File: src/rtl/distance_ascii_fmt.sv
// ---------------------------------------------------------------------------
// distance_ascii_fmt
//
// Turns each distance sample (cm) from the hc_sr04 block into an ASCII line
// such as "123cm\r\n". The line is streamed one byte at a time to the UART
// byte sender over a valid/ready handshake. A sample above MAX_CM becomes
// "---\r\n". The binary value is converted to BCD serially with
// double-dabble, one bit per clock, so no divide or modulo logic is needed.
//
// Ports
//   clk         system clock (same domain as hc_sr04)
//   rst         asynchronous active-high reset
//   dist_valid  one-cycle strobe qualifying dist_cm
//   dist_cm     unsigned distance sample
//   out_byte    ASCII byte offered downstream
//   out_valid   out_byte is valid and is held until accepted
//   out_ready   downstream accepts on an edge where out_valid && out_ready
//   busy        high whenever a line is being converted or emitted
//   dropped     one-cycle pulse when a strobe arrived while busy
// ---------------------------------------------------------------------------
module distance_ascii_fmt #(
    parameter int DIST_W     = 16,
    parameter int MAX_CM     = 400,
    parameter bit SEND_UNITS = 1'b1
) (
    input  logic              clk,
    input  logic              rst,
    input  logic              dist_valid,
    input  logic [DIST_W-1:0] dist_cm,
    output logic [7:0]        out_byte,
    output logic              out_valid,
    input  logic              out_ready,
    output logic              busy,
    output logic              dropped
);

    localparam int CNT_W = $clog2(DIST_W + 1);

    typedef enum logic [2:0] {
        IDLE,
        CONV,
        EMIT_DIG,
        EMIT_C,
        EMIT_M,
        EMIT_CR,
        EMIT_LF,
        EMIT_DASH
    } state_t;

    state_t            state;
    state_t            state_next;
    logic [DIST_W-1:0] bin;
    logic [19:0]       bcd;
    logic [19:0]       bcd_adj;
    logic [19:0]       bcd_next;
    logic [CNT_W-1:0]  conv_cnt;
    logic              conv_last;
    logic [2:0]        dig_idx;
    logic [1:0]        dash_cnt;
    logic [3:0]        cur_digit;
    logic              out_of_range;

    // Index of the first digit to print: the most significant non-zero
    // nibble, or the units digit (index 4) when the value is zero.
    function automatic logic [2:0] first_digit(input logic [19:0] v);
        if (v[19:16] != 4'd0) begin
            return 3'd0;
        end else if (v[15:12] != 4'd0) begin
            return 3'd1;
        end else if (v[11:8] != 4'd0) begin
            return 3'd2;
        end else if (v[7:4] != 4'd0) begin
            return 3'd3;
        end else begin
            return 3'd4;
        end
    endfunction

    assign out_of_range = (dist_cm > DIST_W'(MAX_CM));
    assign conv_last    = (conv_cnt == CNT_W'(DIST_W - 1));

    // Double-dabble adjust step: each nibble is corrected on its own with
    // 4-bit arithmetic, so a correction never carries into its neighbour.
    always_comb begin
        bcd_adj = bcd;
        for (int i = 0; i < 5; i++) begin
            if (bcd[4*i +: 4] >= 4'd5) begin
                bcd_adj[4*i +: 4] = bcd[4*i +: 4] + 4'd3;
            end
        end
    end

    // The adjusted BCD shifts left and takes in the next binary MSB.
    assign bcd_next = (bcd_adj << 1) | {19'd0, bin[DIST_W-1]};

    // Digit index 0 is the ten-thousands digit and index 4 is the units.
    always_comb begin
        case (dig_idx)
            3'd0:    cur_digit = bcd[19:16];
            3'd1:    cur_digit = bcd[15:12];
            3'd2:    cur_digit = bcd[11:8];
            3'd3:    cur_digit = bcd[7:4];
            default: cur_digit = bcd[3:0];
        endcase
    end

    // State register.
    always_ff @(posedge clk or posedge rst) begin
        if (rst) begin
            state <= IDLE;
        end else begin
            state <= state_next;
        end
    end

    // Next-state and output decode. The outputs are decoded from the state
    // register, so reset clears them immediately. Each emit state holds its
    // byte until the handshake edge.
    always_comb begin
        state_next = state;
        out_valid  = 1'b0;
        out_byte   = 8'h00;
        case (state)
            IDLE: begin
                if (dist_valid) begin
                    state_next = out_of_range ? EMIT_DASH : CONV;
                end
            end
            CONV: begin
                if (conv_last) begin
                    state_next = EMIT_DIG;
                end
            end
            EMIT_DIG: begin
                out_valid = 1'b1;
                out_byte  = 8'h30 + {4'h0, cur_digit};
                if (out_ready && (dig_idx == 3'd4)) begin
                    state_next = SEND_UNITS ? EMIT_C : EMIT_CR;
                end
            end
            EMIT_C: begin
                out_valid = 1'b1;
                out_byte  = 8'h63;
                if (out_ready) begin
                    state_next = EMIT_M;
                end
            end
            EMIT_M: begin
                out_valid = 1'b1;
                out_byte  = 8'h6D;
                if (out_ready) begin
                    state_next = EMIT_CR;
                end
            end
            EMIT_CR: begin
                out_valid = 1'b1;
                out_byte  = 8'h0D;
                if (out_ready) begin
                    state_next = EMIT_LF;
                end
            end
            EMIT_LF: begin
                out_valid = 1'b1;
                out_byte  = 8'h0A;
                if (out_ready) begin
                    state_next = IDLE;
                end
            end
            EMIT_DASH: begin
                out_valid = 1'b1;
                out_byte  = 8'h2D;
                if (out_ready && (dash_cnt == 2'd2)) begin
                    state_next = EMIT_CR;
                end
            end
            default: begin
                state_next = IDLE;
            end
        endcase
    end

    assign busy = (state != IDLE);

    // Datapath: sample capture, serial conversion, digit and dash counters.
    // On the last shift the leading-zero skip is taken from the value being
    // written, so the first digit is ready as soon as EMIT_DIG is entered.
    always_ff @(posedge clk or posedge rst) begin
        if (rst) begin
            bin      <= '0;
            bcd      <= '0;
            conv_cnt <= '0;
            dig_idx  <= '0;
            dash_cnt <= '0;
            dropped  <= 1'b0;
        end else begin
            dropped <= dist_valid && (state != IDLE);
            case (state)
                IDLE: begin
                    if (dist_valid) begin
                        bin      <= dist_cm;
                        bcd      <= '0;
                        conv_cnt <= '0;
                        dash_cnt <= '0;
                    end
                end
                CONV: begin
                    bin      <= bin << 1;
                    bcd      <= bcd_next;
                    conv_cnt <= conv_cnt + CNT_W'(1);
                    if (conv_last) begin
                        dig_idx <= first_digit(bcd_next);
                    end
                end
                EMIT_DIG: begin
                    if (out_ready && (dig_idx != 3'd4)) begin
                        dig_idx <= dig_idx + 3'd1;
                    end
                end
                EMIT_DASH: begin
                    if (out_ready) begin
                        dash_cnt <= dash_cnt + 2'd1;
                    end
                end
                default: begin
                end
            endcase
        end
    end

endmodule

File: config.mk
export PLATFORM = sky130hd
export DESIGN_NAME = distance_ascii_fmt
export DESIGN_NICKNAME = d
export VERILOG_FILES = /design/src/rtl/distance_ascii_fmt.sv
export SDC_FILE = /design/constraint.sdc
export NUM_CORES = 1
export LEC_CHECK = 0
export CORE_MARGIN = 4
export CORE_UTILIZATION = 62
export CTS_CLUSTER_SIZE = 16
export DETAILED_ROUTE_END_ITERATION = 10
export PLACE_DENSITY = 0.95
export SYNTH_ARGS = -nofsm -noshare
export SYNTH_HDL_FRONTEND = slang
export SYNTH_SLANG_ARGS = --single-unit
File: constraint.sdc
create_clock -name clk -period 3.7 [get_ports clk]
set_input_delay 0.925 -clock clk [delete_from_list [all_inputs] [get_ports clk]]
set_output_delay 0.925 -clock clk [all_outputs]
set_load 0.03 [all_outputs]
After elaboration in Yosys (flattened, before gate mapping). Cells that the tools add are included.

Register bits: 50. Bits of input ports: 20. Output and inout port bits: 11. Logic and storage cells: 100.

Add/sub/neg operators: 9. Order comparisons: 6. Equal/unequal tests: 24. Multiplexer cells: 34. Bitwise operators: 1. Reductions and logical operators: 19.

Operators by type and width (count): $mux 3 (16); $pmux 7 s6 (1); $pmux 20 s2 (1); $pmux 16 s2 (1); $pmux 3 s8 (1); $ge 4x3->1 const B (5); $mux 20 (1); $ne 2x2->1 const B (10); $or 20x1->20 (1); $add 4x2->4 const B (4); $gt 16x9->1 const B (1); $mux 16 (1); $mux 4 (4); $pmux 4 s4 (1); $reduce_bool 4->1 (4); $eq 3x3->1 const B (5); $eq 3x2->1 const B (4); $pmux 5 s2 (1); $reduce_and 8->1 (1); $add 6x4->7 const A (1); $eq 3x1->1 const B (2); $logic_not 3->1 (2); $pmux 3 s2 (1); $reduce_and 3->1 (2); other kinds (16) (22).

Depth between registers and ports, before layout.
Depth after elaboration: 10. Depth in mapped cells: 8. Gate-level depth less buffers: 8.

Worst setup path before layout. No wires, ideal clock.

Kind: reg-to-output. From: register dig_idx[2]. To: output out_byte[2]. Data arrival time: 1.721 ns. Required time: 2.775 ns. Path slack: 1.054 ns. Cell stages (with the launch flop): 8. Buffers on the path: 1. Cells stage by stage: dfrtp_1 clkbuf_2 inv_1 ha_1 a222oi_1 a21oi_1 a21oi_1 o21ai_0.

Cells in the longest elaborated chain, start to end: 4. Elaborated cells between the ends (all ways): 7. Those cells by class: 1 x add/sub; 3 x eq/ne; 2 x mux; 1 x reduce/logical.

RTL lines: start: declaration (line 58) `logic [2:0] dig_idx;`; start signal: assignment (line 211) `dig_idx <= first_digit(bcd_next);`; start signal: assignment (line 216) `dig_idx <= dig_idx + 3'd1;`; $eq 3x2->1 (tied with other cells) (line 98) `case (dig_idx)`; $pmux 4 s4 (*) (line 98); $add 6x4->7 (*) (line 136) `out_byte = 8'h30 + {4'h0, cur_digit};`; $pmux 7 s6 (*) (line 123) `case (state)`; end: declaration (line 30) `output logic [7:0] out_byte,`.

Mark *: on every way between the ends. The rest lies on a longest branch, timed or not.

Final worst setup path.
From: register dig_idx[0]. To: output out_byte[0].

Same word-level chain as after synthesis.

==> key figures <==
Synthesis
  • Cell Area, Synth: 3110 um2
  • Post-synth ARST share: 1.00
  • Syn Area/Cell: 8.53 um2
  • Count of flip-flops with a built-in enable after synthesis: 0
  • Area contributors post-synth: dfrtp_1, o21ai_0, ha_1
  • YS warnings: 0
  • Post-synth cell types: about 50
  • Synth top area share: 0.403
  • Register area share after synthesis: 0.403
  • Register bit total from synthesis: 50
  • Yosys top cell by area: dfrtp_1
  • Ys flop type: dfrtp_1
  • Post-Syn Instances: ~360
  • Synthesized Nets: 402

Timing
  • Slew headroom: 0.306
  • Setup TNS Final: 0 ns
  • Final hold vios: 0
  • Final setup fails: 0
  • Post-layout min period: roughly 3.6 ns
  • RSZ-0062 raised after global routing: false
  • Post-route clock period utilization: 0.962
  • Worst-Margin Slew: between 1 and 1.5 ns
  • Clk_skew: 0.00606 ns
  • Fmax: ~280 MHz
  • Final Max Slew Viols: 0

Power
  • VDD IR-drop max: about 0.37 mV
  • Leakage: between 1.5 and 2 nW
  • Power per cell area: around 910 nW/um2

Clocking
  • TritonCTS Sinks: 50
  • CTS tree: done
  • Max Root-Sink Buffers: 2
  • TritonCTS buffer count: 5
  • Postcts setup bufs: 0
  • Root Driver: clkbuf_8
  • Hold buffers post-CTS: 0
  • Post-cts resize count: 0
  • CTS clock-pin slew for the worst setup and hold paths: ~0.09 ns
  • Clk Latency, worst-skew pair: roughly 0.32 ns
  • CTS HTree Levels: 2

Worst setup path
  • Worst path required time: ~2.8 ns
  • Worst Path Arrival: between 2 and 3 ns
  • Crit Path Max Fanout: 5
  • Worst reg-to-reg path cell count: 5
  • Crit path capture type: primary output
  • Crit path launch type: register
  • WS Path Type: reg -> out

Run
  • MaxCap Viol Count: 0

Detailed routing
  • Drt first pass iters: 7
  • Post-route ant nets: 0
  • Drt drc: 0
  • Routed vias/inst: about 6.3
  • Starting DRC count in detailed routing: about 440
  • Via count: 2826
  • Drt total wl: between 7 and 8 mm
  • Routed wire per std cell: 16.5 um

Global routing
  • Antenna violations before repair: 0
  • Largest net degree at the start of global routing: 51
  • GRT Overall Usage: 0.257
  • Vias in the first global route: approximately 2.8k
  • Global-route wire length before repair: between 10 and 15 mm
  • GRT Residual Overflow: 0

Floorplan
  • Ports: 31
  • Row count: 25
  • Die Y: ~79 um
  • Die width: between 70 and 80 um
  • Die Area: 6210 um2
  • Core area: 4790 um2
  • Initial core utilization: 0.649

Finish
  • Post-layout instance area: about 3500 um2
  • Layout Nets: between 400 and 500
  • Layout area overhead: 14.3%
  • Register cell area after layout: approximately 1300 um2
  • Fill cell total of the finished layout: around 320
  • Multi-input gate area: approximately 1700 um2
  • Commonest non-fill, non-tap cell in the layout: nand2_1
  • Fraction of layout cells with a size suffix above 1: 0.0597
  • Commonest cells after routing, fill and taps aside: nand2_1, o21ai_0, dfrtp_1
  • Ant. Diodes: 0

Placement
  • RD Place Congestion: between 0.8 and 0.9
  • Post-place instance area: 3440 um2
  • IO buf count: 29
  • HPWL Detailed: 5.21 mm

Hold path
  • Hold Path Cell Cnt: 1
  • Hold Path Class: reg -> reg

Status
  • Status: completed
metrics by stage:
stage          total power [W]  setup slack, ns  utilization  instances  hold slack [ns]
5_1_grt                0.00348         0.000830        0.741        452            0.542
6_report               0.00322            0.141        0.741        452            0.489
3_3_place_gp           0.00267            0.596        0.719        445            0.456
4_1_cts                0.00320            0.163        0.741        452            0.499
3_5_place_dp           0.00278            0.509        0.719        445            0.476
2_1_floorplan          0.00229             1.05            -        364            0.442
layer usage:
layer / global-route usage / share of wire / vias to the layer above
met5: 0 / 0 / -
met4: 0.0909 / 0.025 / 0
met3: 0.0340 / 0.058 / 24
met2: 0.443 / 0.51 / 115
met1: 0.332 / 0.41 / 1352
li1: - / - / 1335
state kept, by name, summed over array words and instances (netlist names), named ones only:
name and cells:
bcd 20, bin 16, conv_cnt 5, dig_idx 3, dash_cnt 2, state 2
dropped 1
cell type report:
cell class / count / share of cell area
clock buffers: 5 / 0.0194
clock inverters: 2 / 0.0109
multi-input cells: 276 / 0.481
well taps: 67 / 0.0236
flip-flops and latches: 50 / 0.353
repair buffers: 32 / 0.0917
inverters: 20 / 0.0212
path summary, 6_finish.rpt:
| kind | endpoint | slack, ns | startpoint |
|---|---|---|---|
| max | out_byte[0] | 0.14 | dig_idx[0] |
| min | dash_cnt[0] | 0.49 | dash_cnt[0] |
| max reg2reg | bin[3] | 1.36 | state[1] |
| min reg2reg | dash_cnt[0] | 0.49 | dash_cnt[0] |
| max in group asynchronous | bcd[9] | 1.89 | rst |
| min in group asynchronous | bin[6] | 1.17 | rst |
where the power goes:
part	internal [W]	leakage, nW	switching (W)
Sequential	0.000775	0.639	0.000285
Clock	0.000199	0.0542	0.000189
Combinational	0.000715	0.876	0.00105
critical path, stage by stage, from the launching register on:
cell             delay (ns)
dfrtp_1                0.44
ha_1                   0.23
ha_1                   0.22
a22o_1                 0.19
a221oi_1               0.26
o21ai_0                0.12
a21oi_1                0.16
nor2_1                 0.07
clkdlybuf4s50_1        0.62
synth_stat cells, types with 2 or more instances:
master	number
a21oi_1	27
clkbuf_1	10
a22o_1	5
nor3_1	6
inv_2	2
a22oi_1	4
nand3_1	7
nor3b_1	5
nor2b_1	2
mux2i_1	14
o311ai_0	2
dfrtp_1	50
buf_2	3
nand2b_1	6
nand2_1	60
o21ai_0	52
nor2_1	12
o22ai_1	11
o31ai_1	2
and3_1	2
a21oi_2	2
a222oi_1	2
nand4_1	4
o21ai_1	2
or3_1	2
inv_1	18
a31oi_1	3
clkbuf_2	2
buf_1	2
ha_1	18
xnor2_1	6
and2_1	2
cells by family (layout without fill, tap and decap cells):
| kind of cell | count (synthesis) | after routing | synth area share |
|---|---|---|---|
| adder cells (fa/ha/maj) | 18 | 18 | 0.0725 |
| XOR/XNOR | 7 | 7 | 0.0197 |
| AND/OR/NAND/NOR | 115 | 115 | 0.175 |
| buffers and inverters | 38 | 59 | 0.0492 |
| flip-flops | 50 | 50 | 0.403 |
| other | 1 | 1 | 0.00121 |
| multiplexers | 14 | 14 | 0.0451 |
| AO/OA/AOI/OAI | 121 | 121 | 0.234 |
Note: power is estimated with default switching activity, not from simulation.
